<file path="config.mk">
export PLATFORM = sky130hd
export DESIGN_NAME = dcache_wb2way
export DESIGN_NICKNAME = d
export VERILOG_FILES = /design/src/rtl/cache_types_pkg.sv /design/src/rtl/dcache_set.sv /design/src/rtl/dcache_wb2way.sv
export SDC_FILE = /design/constraint.sdc
export NUM_CORES = 2
export LEC_CHECK = 0
export BUFFER_PORTS_ARGS = -buffer_cell sky130_fd_sc_hd__clkbuf_2
export CORE_MARGIN = 2
export CORE_UTILIZATION = 40
export CTS_CLUSTER_DIAMETER = 60
export DETAILED_ROUTE_END_ITERATION = 8
export PLACE_DENSITY = 0.54
export SLEW_MARGIN = 20
export SYNTH_ARGS = -nofsm -noshare
export SYNTH_HDL_FRONTEND = slang
export SYNTH_SLANG_ARGS = --single-unit
</file>
<file path="constraint.sdc">
create_clock -name CLK -period 5.2 [get_ports CLK]
set_input_delay 0 -clock CLK [delete_from_list [all_inputs] [get_ports CLK]]
set_output_delay 0 -clock CLK [all_outputs]
set_load 0.01 [all_outputs]
</file>
<file path="src/rtl/cache_types_pkg.sv">
// Shared types for the 2-way write-back data cache: address split, frame layout, controller states.
package cache_types_pkg;
  localparam int IDX_W = 3;
  localparam int TAG_W = 26;

  typedef struct packed {
    logic [TAG_W-1:0] tag;
    logic [IDX_W-1:0] idx;
    logic             blkoff;
    logic [1:0]       bytoff;
  } dcachef_t;

  typedef struct packed {
    logic             valid;
    logic             dirty;
    logic [TAG_W-1:0] tag;
    logic [1:0][31:0] data;
  } dcache_frame_t;

  typedef enum logic [3:0] {
    IDLE, WB0, WB1, LD0, LD1, FLUSH, FWB0, FWB1, FLUSHED
  } dstate_t;
endpackage

</file>
<file path="src/rtl/dcache_set.sv">
// One cache index: two frames plus an LRU bit; combinational tag lookup and victim pick.
// Writes land on the next CLK edge; no flow control of its own, the controller sequences it.
module dcache_set
  import cache_types_pkg::*;
(
  input  logic                CLK,
  input  logic                nRST,
  input  logic [TAG_W-1:0]    lk_tag,
  input  logic                way,
  input  logic                wr_en,
  input  logic                wr_blk,
  input  logic [31:0]         wr_dat,
  input  logic                mark_dirty,
  input  logic                clean_en,
  input  logic                fill_done,
  input  logic [TAG_W-1:0]    fill_tag,
  input  logic                touch_en,
  output logic                hit,
  output logic                hit_way,
  output logic                victim_way,
  output dcache_frame_t [1:0] frames
);
  logic       lru;
  logic [1:0] match;

  assign match[0] = frames[0].valid && (frames[0].tag == lk_tag);
  assign match[1] = frames[1].valid && (frames[1].tag == lk_tag);
  assign hit      = |match;
  assign hit_way  = !match[0];

  // An empty way is always preferred over evicting a live line.
  always_comb begin
    victim_way = lru;
    if (!frames[0].valid)      victim_way = 1'b0;
    else if (!frames[1].valid) victim_way = 1'b1;
  end

  always_ff @(posedge CLK or negedge nRST) begin
    if (!nRST) begin
      frames <= '0;
      lru    <= 1'b0;
    end else begin
      if (wr_en)      frames[way].data[wr_blk] <= wr_dat;
      if (mark_dirty) frames[way].dirty <= 1'b1;
      if (clean_en)   frames[way].dirty <= 1'b0;
      if (fill_done) begin
        frames[way].valid <= 1'b1;
        frames[way].dirty <= 1'b0;
        frames[way].tag   <= fill_tag;
      end
      if (touch_en)   lru <= ~way;
    end
  end
endmodule

</file>
<file path="src/rtl/dcache_wb2way.sv">
// Write-back 2-way L1 D-cache: hits complete combinationally, misses do writeback then a two-word fill.
// Memory backpressure (dwait) stalls WB/LD/FWB states; the datapath sees dhit=0 until its access is done.
module dcache_wb2way
  import cache_types_pkg::*;
#(
  parameter int SETS  = 8,
  parameter int CPUID = 0
) (
  input  logic        CLK,
  input  logic        nRST,
  input  logic        halt,
  input  logic        dmemREN,
  input  logic        dmemWEN,
  input  logic        datomic,
  input  logic [31:0] dmemaddr,
  input  logic [31:0] dmemstore,
  output logic        dhit,
  output logic [31:0] dmemload,
  output logic        flushed,
  output logic        dREN,
  output logic        dWEN,
  output logic [31:0] daddr,
  output logic [31:0] dstore,
  input  logic        dwait,
  input  logic [31:0] dload
);
  dstate_t          state, nxt_state;
  logic [4:0]       cnt, nxt_cnt;
  logic [TAG_W-1:0] m_tag, nxt_m_tag;
  logic [IDX_W-1:0] m_idx, nxt_m_idx;
  logic             v_way, nxt_v_way;
  logic             link_vld, nxt_link_vld;
  logic [31:0]      link_addr, nxt_link_addr;

  dcachef_t         req;
  logic [IDX_W-1:0] sel_idx;
  logic             fl_way, link_hit, wb_blk;
  logic             hit_a [SETS];
  logic             hway_a [SETS];
  logic             vway_a [SETS];
  dcache_frame_t [1:0] fr_a [SETS];
  dcache_frame_t    vic_fr;

  logic             op_way, wr_en, wr_blk, mark_dirty, clean_en, fill_done, touch_en;
  logic [31:0]      wr_dat;

  logic unused_cpuid;
  assign unused_cpuid = (CPUID != 0);

  assign req      = dmemaddr;
  assign link_hit = link_vld && (link_addr == dmemaddr);
  assign wb_blk   = (state == WB1) || (state == FWB1);

  // Miss sequencing uses the latched index so a dropped request cannot redirect the fill.
  always_comb begin
    sel_idx = req.idx;
    fl_way  = vway_a[req.idx];
    if (state inside {WB0, WB1, LD0, LD1}) begin
      sel_idx = m_idx;
      fl_way  = v_way;
    end else if (state inside {FLUSH, FWB0, FWB1}) begin
      sel_idx = cnt[2:0];
      fl_way  = cnt[3];
    end
  end

  assign vic_fr = fr_a[sel_idx][fl_way];

  for (genvar i = 0; i < SETS; i++) begin : g_set
    logic sel;
    assign sel = (sel_idx == IDX_W'(i));
    dcache_set u_set (
      .CLK        (CLK),
      .nRST       (nRST),
      .lk_tag     (req.tag),
      .way        (op_way),
      .wr_en      (wr_en && sel),
      .wr_blk     (wr_blk),
      .wr_dat     (wr_dat),
      .mark_dirty (mark_dirty && sel),
      .clean_en   (clean_en && sel),
      .fill_done  (fill_done && sel),
      .fill_tag   (m_tag),
      .touch_en   (touch_en && sel),
      .hit        (hit_a[i]),
      .hit_way    (hway_a[i]),
      .victim_way (vway_a[i]),
      .frames     (fr_a[i])
    );
  end

  always_ff @(posedge CLK or negedge nRST) begin
    if (!nRST) begin
      state     <= IDLE;
      cnt       <= '0;
      m_tag     <= '0;
      m_idx     <= '0;
      v_way     <= 1'b0;
      link_vld  <= 1'b0;
      link_addr <= '0;
    end else begin
      state     <= nxt_state;
      cnt       <= nxt_cnt;
      m_tag     <= nxt_m_tag;
      m_idx     <= nxt_m_idx;
      v_way     <= nxt_v_way;
      link_vld  <= nxt_link_vld;
      link_addr <= nxt_link_addr;
    end
  end

  always_comb begin
    nxt_state     = state;
    nxt_cnt       = cnt;
    nxt_m_tag     = m_tag;
    nxt_m_idx     = m_idx;
    nxt_v_way     = v_way;
    nxt_link_vld  = link_vld;
    nxt_link_addr = link_addr;
    dhit          = 1'b0;
    dmemload      = '0;
    flushed       = 1'b0;
    dREN          = 1'b0;
    dWEN          = 1'b0;
    daddr         = '0;
    dstore        = '0;
    op_way        = fl_way;
    wr_en         = 1'b0;
    wr_blk        = 1'b0;
    wr_dat        = '0;
    mark_dirty    = 1'b0;
    clean_en      = 1'b0;
    fill_done     = 1'b0;
    touch_en      = 1'b0;

    case (state)
      IDLE: begin
        if (halt) begin
          nxt_state = FLUSH;
          nxt_cnt   = '0;
        end else if (dmemREN || dmemWEN) begin
          if (datomic && dmemWEN && !link_hit) begin
            dhit         = 1'b1;
            nxt_link_vld = 1'b0;
          end else if (hit_a[sel_idx]) begin
            dhit     = 1'b1;
            touch_en = 1'b1;
            op_way   = hway_a[sel_idx];
            if (dmemWEN) begin
              wr_en      = 1'b1;
              wr_blk     = req.blkoff;
              wr_dat     = dmemstore;
              mark_dirty = 1'b1;
              if (link_hit) nxt_link_vld = 1'b0;
              if (datomic)  dmemload = 32'd1;
            end else begin
              dmemload = fr_a[sel_idx][hway_a[sel_idx]].data[req.blkoff];
              if (datomic) begin
                nxt_link_vld  = 1'b1;
                nxt_link_addr = dmemaddr;
              end
            end
          end else begin
            nxt_m_tag = req.tag;
            nxt_m_idx = req.idx;
            nxt_v_way = fl_way;
            nxt_state = vic_fr.dirty ? WB0 : LD0;
          end
        end
      end
      WB0, WB1, FWB0, FWB1: begin
        dWEN   = 1'b1;
        daddr  = {vic_fr.tag, sel_idx, wb_blk, 2'b00};
        dstore = vic_fr.data[wb_blk];
        if (!dwait) begin
          case (state)
            WB0:     nxt_state = WB1;
            WB1:     nxt_state = LD0;
            FWB0:    nxt_state = FWB1;
            default: begin
              clean_en  = 1'b1;
              nxt_state = (cnt == 5'd15) ? FLUSHED : FLUSH;
              nxt_cnt   = cnt + 5'd1;
            end
          endcase
        end
      end
      LD0, LD1: begin
        dREN  = 1'b1;
        daddr = {m_tag, m_idx, (state == LD1), 2'b00};
        if (!dwait) begin
          wr_en  = 1'b1;
          wr_blk = (state == LD1);
          wr_dat = dload;
          if (state == LD0) begin
            nxt_state = LD1;
          end else begin
            fill_done = 1'b1;
            nxt_state = IDLE;
            if (dmemWEN && !datomic && link_hit) nxt_link_vld = 1'b0;
          end
        end
      end
      FLUSH: begin
        if (vic_fr.dirty) begin
          nxt_state = FWB0;
        end else if (cnt == 5'd15) begin
          nxt_state = FLUSHED;
        end else begin
          nxt_cnt = cnt + 5'd1;
        end
      end
      FLUSHED: flushed = 1'b1;
      default: nxt_state = IDLE;
    endcase
  end
endmodule

</file>
# Word level (Yosys, flattened, before mapping)
# Cells that the tools add are included.
[op_classes] magnitude_cmp=10 n_eq_ne=50 n_addsub=1 n_reduce_logical=97 n_mux=214 bitwise=8
[ops] op="$bwmux 184" count=48
[ops] op="$mux 184" count=32
[ops] op="$mux 32" count=18
[ops] op="$bmux 184 s3" count=1
[ops] op="$eq 26x26->1" count=16
[ops] op="$demux 92 s1" count=4
[ops] op="$mux 183" count=2
[ops] op="$mux 91" count=3
[ops] op="$mux 64" count=3
[ops] op="$pmux 32 s2" count=2
[ops] op="$mux 92" count=1
[ops] op="$mux 90" count=1
[ops] op="$mux 1" count=71
[ops] op="$logic_and 1x1->1" count=63
[ops] op="$mux 4" count=9
[ops] op="$demux 32 s1" count=1
[ops] op="$eq 32x32->1" count=1
[ops] op="$mux 5" count=5
[ops] op="$ne 2x2->1 const B" count=10
[ops] op="$pmux 4 s5" count=1
[ops] op="$reduce_or 2->1" count=9
[ops] op="$eq 4x3->1 const B" count=4
[ops] op="$pmux 5 s3" count=1
[ops] op="$reduce_and 7->1" count=2
[ops] op="other kinds (33)" count=72
[totals] inputBits=103 register_bits=1552

# Depth between registers and ports, before layout
[depth] ltp_word=29 ltp_mapped=17 mapped_depth_nobuf=10

# By module
# A second synthesis with hierarchy kept.
[unflattened] cells_unflattened=6962 area_unflattened_um2=79957.9
[by_module_without_submodules] mod="dcache_set at g_set[1].u_set ..." cells_per_inst=471 area_per_inst_um2=7430.9 seq_area_each_um2=4629.4 instances=7
[by_module_without_submodules] mod="dcache_wb2way" cells_per_inst=3193 area_per_inst_um2=20488.4 seq_area_each_um2=1801.7 instances=1
[by_module_without_submodules] mod="dcache_set at g_set[0].u_set" cells_per_inst=472 area_per_inst_um2=7453.4 seq_area_each_um2=4629.4 instances=1

# Worst setup path after synthesis
# No wires, ideal clock.
[synth_timing] kind="reg2reg" start="reg state[0]" end="reg g_set[1].u_set.frames[163] (netlist bit)" n_path_buf=6 t_arrival_ns=3.920 synth_period_minus_slack_ns=4.044 setup_ns=0.125 setup_slack_ns=1.156 stages_incl_launch_ff=17 required_ns=5.075 path_cell_list="dfrtp_1 > buf_2 > or3_1 > buf_2 > a21oi_2 > or3_1 > buf_2 > nand3_2 > o22ai_1 > nor4_2 > or3_1 > buf_2 > mux2_4 > buf_4 > nor3_4 > buf_4 > mux2_2"
[synth_between] elab_chain_len=24 elab_cells_between_ends=64 cone_classes="2 x order compare; 8 x eq/ne; 42 x mux; 1 x bitwise; 11 x reduce/logical"
[synth_rtl] element="start, declared" line_no="dcache_wb2way.sv:27" text="dstate_t state, nxt_state;"
[synth_rtl] element="start signal, assigned" line_no="dcache_wb2way.sv:102" text="state <= nxt_state;"
[synth_rtl] element="$eq 4x3->1, on equally long branches" line_no="dcache_wb2way.sv:61, dcache_wb2way.sv:136, dcache_wb2way.sv:176"
[synth_rtl] element="$reduce_bool 3->1" line_no="dcache_wb2way.sv:61" text="end else if (state inside {FLUSH, FWB0, FWB1}) begin"
[synth_rtl] element="$mux 3" line_no="dcache_wb2way.sv:61"
[synth_rtl] element="$mux 3" line_no="dcache_wb2way.sv:58" text="if (state inside {WB0, WB1, LD0, LD1}) begin"
[synth_rtl] element="$not 3->4 (implied by the code)" line_no="dcache_wb2way.sv:145, dcache_wb2way.sv:148"
[synth_rtl] element="$bmux 1 s3, on equally long branches" line_no="dcache_wb2way.sv:148, dcache_wb2way.sv:145"
[synth_rtl] element="$mux 1, on equally long branches (2 in series)" line_no="dcache_wb2way.sv:148, dcache_wb2way.sv:145"
[synth_rtl] element="$mux 1" line_no="dcache_wb2way.sv:145" text="end else if (hit_a[sel_idx]) begin"
[synth_rtl] element="[7 not listed]"
[synth_rtl] element="$bwmux 184" line_no="dcache_set.sv:44" text="if (mark_dirty) frames[way].dirty <= 1'b1;"
[synth_rtl] element="$mux 184" line_no="dcache_set.sv:44"
[synth_rtl] element="$bwmux 184" line_no="dcache_set.sv:45" text="if (clean_en) frames[way].dirty <= 1'b0;"
[synth_rtl] element="$mux 184" line_no="dcache_set.sv:45"
[synth_rtl] element="$bwmux 184" line_no="dcache_set.sv:47" text="frames[way].valid <= 1'b1;"
[synth_rtl] element="$bwmux 184" line_no="dcache_set.sv:48" text="frames[way].dirty <= 1'b0;"
[synth_rtl] element="$bwmux 184" line_no="dcache_set.sv:49" text="frames[way].tag <= fill_tag;"
[synth_rtl] element="$mux 184 (*)" line_no="dcache_set.sv:46" text="if (fill_done) begin"
[synth_rtl] element="end, declared" line_no="dcache_set.sv:21" text="output dcache_frame_t [1:0] frames"
# Mark *: on every way between the ends. The rest lies on a longest branch, timed or not. The select of a mux whose other input is x is not followed.
# A chain may end at the register's enable or synchronous reset.

# Final worst setup path
[layout_timing] start="reg state[1]" end="out daddr[31]"
[layout_between] elab_chain_len=11 elab_cells_between_ends=22 cone_classes="7 x eq/ne; 10 x mux; 1 x bitwise; 4 x reduce/logical"
[layout_rtl] element="$eq 4x3->1, on equally long branches" line_no="dcache_wb2way.sv:61, dcache_wb2way.sv:136"
[layout_rtl] element="$reduce_bool 3->1" line_no="dcache_wb2way.sv:61"
[layout_rtl] element="$mux 3" line_no="dcache_wb2way.sv:61"
[layout_rtl] element="$mux 3" line_no="dcache_wb2way.sv:58"
[layout_rtl] element="$not 3->4 (implied by the code)" line_no="dcache_wb2way.sv:67" text="assign vic_fr = fr_a[sel_idx][fl_way];"
[layout_rtl] element="$bmux 184 s3" line_no="dcache_wb2way.sv:67"
[layout_rtl] element="$mux 183 (2 in series)"
[layout_rtl] element="$mux 91 (implied by the code) (2 in series)" line_no="dcache_wb2way.sv:67"
[layout_rtl] element="$pmux 32 s2 (*)" line_no="dcache_wb2way.sv:136" text="case (state)"
[layout_rtl] element="end, declared" line_no="dcache_wb2way.sv:22" text="output logic [31:0] daddr,"
# Marked as above.

==> flow_summary.toml <==
[run_status]
status = "finished, final reports clean"

[setup_path]
worst_ep_required_time_ps = 5200
endpoint_kind = "primary output"
cp_max_fo = 110
startpoint_type = "flip-flop"
worstSetupPathType = "reg -> out"
arrival_ps = 5120

[cts]
clkSinkCount = 1552
cts.clk_slew.worst_paths_ps = 60
clockBufferDepth = 3
root_buffer = "clkbuf_16"
cts_buffers = 180
tritoncts = "done"
clk_latency_ps = 860
ctsHtreeMaxLevel = 4

[power]
finalPower_w = 0.0273
p_seq_share_pct = 44.5
power.share.switching_pct = 25.9
pwr-share-clk_pct = 47.9
p_leak_nw = 43.4
power_density_nw_per_um2 = 289
pwr-share-comb_pct = 7.6
irDropWorstVdd_v = 0.000340
p_sw_w = 0.00708
p_int_w = 0.0202

[finish]
fin_cells = 10770
finalNetCount = 8056
drive_above_1_share_pct = 29.7
layout_commonest_cell = "dfrtp_1"
syn2layout_area_growth_pct = 17.0
layout_common_cells = "dfrtp_1 (1549), nand2_1 (1541), mux2_2 (1394)"
fillCellCount = 18536

[worst_hold_path]
hold_path.class = "in -> async"

[detailed_routing]
drtAntennaViolNets = 0
drt_wl_total_um = 314000
drcViolationCount = 0
viasPerCell = 5.96
wl_per_cell_um = 29.2
vias = 64212
first_pass_iters = 6
drtIter0Drc = 7414

[yosys]
synth_top_family_by_area = "multiplexers"
synthMuxAreaShare_pct = 22.7
netlist_area_sq_um = 80800
ys_ff_latch = 1552
ys.flop_type = "dfrtp_1"
synth_compound_area_share_pct = 3.16
yosys_warnings = 0
avgSynthCellArea_sq_um = 10.4
synthAdderAreaFrac_pct = 0.0310
synth_seq_area_share_pct = 48.1
synth_xor_area_share_pct = 4.90
ys_types = 63
synth-simple-area-share_pct = 17.6
syn_inst = 7756
synth_async_sr_flop_share_pct = 100
synth-edff-count = 0

[global_routing]
antenna_found_initial = 23
track_usage_pct = 29.9
grt_start_max_net_pins = 187
grt_pass1_vias = 61978
grt_pass1_wl_um = 451000
grt-ovfl-total = 0

[floorplanning]
core_sq_um = 200000
die_w_um = 453
die_y_um = 453
start_util_pct = 40.3
pin_count = 203
die_area_sq_um = 206000
row_count = 164

[sta]
finClkSkew_ps = 37.7
fin_crit_sh_pct = 98.4
finalSetupTns_ps = 0
setup_viol = 0
max_freq_mhz = 195
tightest_slew_ps = 1260
relSlewSlack_pct = 15.9
fin_crit_ps = 5120
finalHoldViolCount = 0
rsz0062_at_grt = "true"
slew_viol_final = 0
worst_slack_ps = 84.3

[placed_design]
io_buffers = 200
pre_cts_ws_ps = 299
dpl.hpwl_um = 200000
place_congestion = 1.00
placed_cells = 10325

[job]
cap_violations = 0
## per-layer routing
layer,vias up,part of all wire [%],global-route usage [%]
met3,570,8.7,6.12
met4,4,4.0,11.3
li1,27476,-,-
met5,-,0.0073,0
met2,2869,43,43.8
met1,33293,44,43.4
## stage by stage
stage | hold slack (ps) | area [sq um] | utilization [%]
finish | 5.42 | 94500 | 47.2
global route | 31.7 | 94500 | 47.2
CTS | 5.90 | 94300 | 47.1
detailed placement | 60.8 | 87100 | 43.5
global placement | 62.6 | 87100 | 43.5
floorplan | -296 | 80800 | -
## cell usage after synthesis, types with 9 or more instances
master    number  area share (%)
buf_2        156            0.97
buf_1         76            0.35
nor3_1        58            0.36
dfrtp_1     1552              48
mux4_2        33            0.92
or2_2         13            0.10
xnor2_1      443             4.8
clkbuf_1     419             1.9
inv_1         23            0.11
mux2i_1       20            0.25
o21ai_0       27            0.17
and3_1        90            0.70
and2_1        35            0.27
nand4_1      199             1.5
nor2_1       159            0.74
mux2_2      1394              19
a22o_1        59            0.64
xor2_1         9           0.098
a31oi_1      102            0.79
buf_4         19            0.18
a311oi_1      53            0.57
or3_1         68            0.53
nor4_1        44            0.34
nand2b_1      10           0.077
a21oi_1       50            0.31
nand3_1      832             5.2
o22ai_1       10           0.077
nor3_2        14            0.17
mux2_1       150             2.1
nand2_1     1543             7.2
a22oi_1       17            0.16
## power by group through the flow
stage	clock network, W	registers, W	logic [W]
after detailed placement	0	0.0124	0.00195
final	0.0131	0.0122	0.00206
after global placement	0	0.0124	0.00194
after global routing	0.0138	0.0122	0.00217
after CTS	0.0133	0.0122	0.00200
after floorplan	0	0.0123	0.000931
## state kept, by name, indices dropped and copies added (netlist names), named ones only
register / flops
link_addr: 32
g_set.u_set.frames: 1456
v_way: 1
cnt: 5
state: 4
link_vld: 1
m_idx: 3
m_tag: 26
g_set.u_set.lru: 8
## critical path, stage by stage (launching register included)
cell and delay [ps]:
dfrtp_1 480, or3_1 560, nand4_1 160, buf_4 160, and2_4 270, buf_12 480
nand2_1 100, and3_1 200, a311oi_1 820, a311oi_1 230, a31oi_1 290, a22o_1 210
clkbuf_2 150
## logic make-up (layout without fill, tap and decap cells)
| group | count (synthesis) | count (layout) |
|---|---|---|
| multiplexers | 1598 | 1598 |
| AO/OA/AOI/OAI | 361 | 361 |
| AND/OR/NAND/NOR | 3096 | 3096 |
| buffers and inverters | 694 | 1040 |
| XOR/XNOR | 452 | 452 |
| flip-flops | 1552 | 1552 |
| other | 1 | 13 |
| adder cells (fa/ha/maj) | 2 | 2 |
## final timing paths
kind                                      startpoint                          to  cells past startpoint  slack, ps
min                                             nRST  g_set[1].u_set.frames[181]                      3          5
max in group asynchronous                       nRST   g_set[5].u_set.frames[46]                      3       4130
max                                         state[1]                   daddr[31]                     12         80
min in group CLK                        dmemaddr[28]               link_addr[28]                      2         80
min reg2reg                g_set[4].u_set.frames[13]   g_set[4].u_set.frames[13]                      1        480
max reg2reg                                 state[1]                      cnt[3]                     13        300
## area by class of cell
class                      instances  area, sq um  share of cell area [%]
clock buffer                     265         5300                    5.60
inverter                          23         86.3                  0.0913
timing repair buffer             683         6630                    7.02
sequential                      1552        38800                    41.1
multi-input combinational       5511        39500                    41.8
clock inverter                    69          852                   0.901
antenna                           11         27.5                  0.0291
tap                             2656         3320                    3.52
## what timing repair did
| item | 4_1_cts | 5_1_grt |
|---|---|---|
| hold buffers | 91 | 0 |
| resized for setup | 21 | 7 |
| setup endpoints to repair | 55 | 43 |
| hold endpoints to repair | 2016 | 0 |
| pin swaps | 0 | 1 |
| setup buffers | 0 | 3 |
| gates cloned | 0 | 5 |
(Power assumes the default switching activity.)
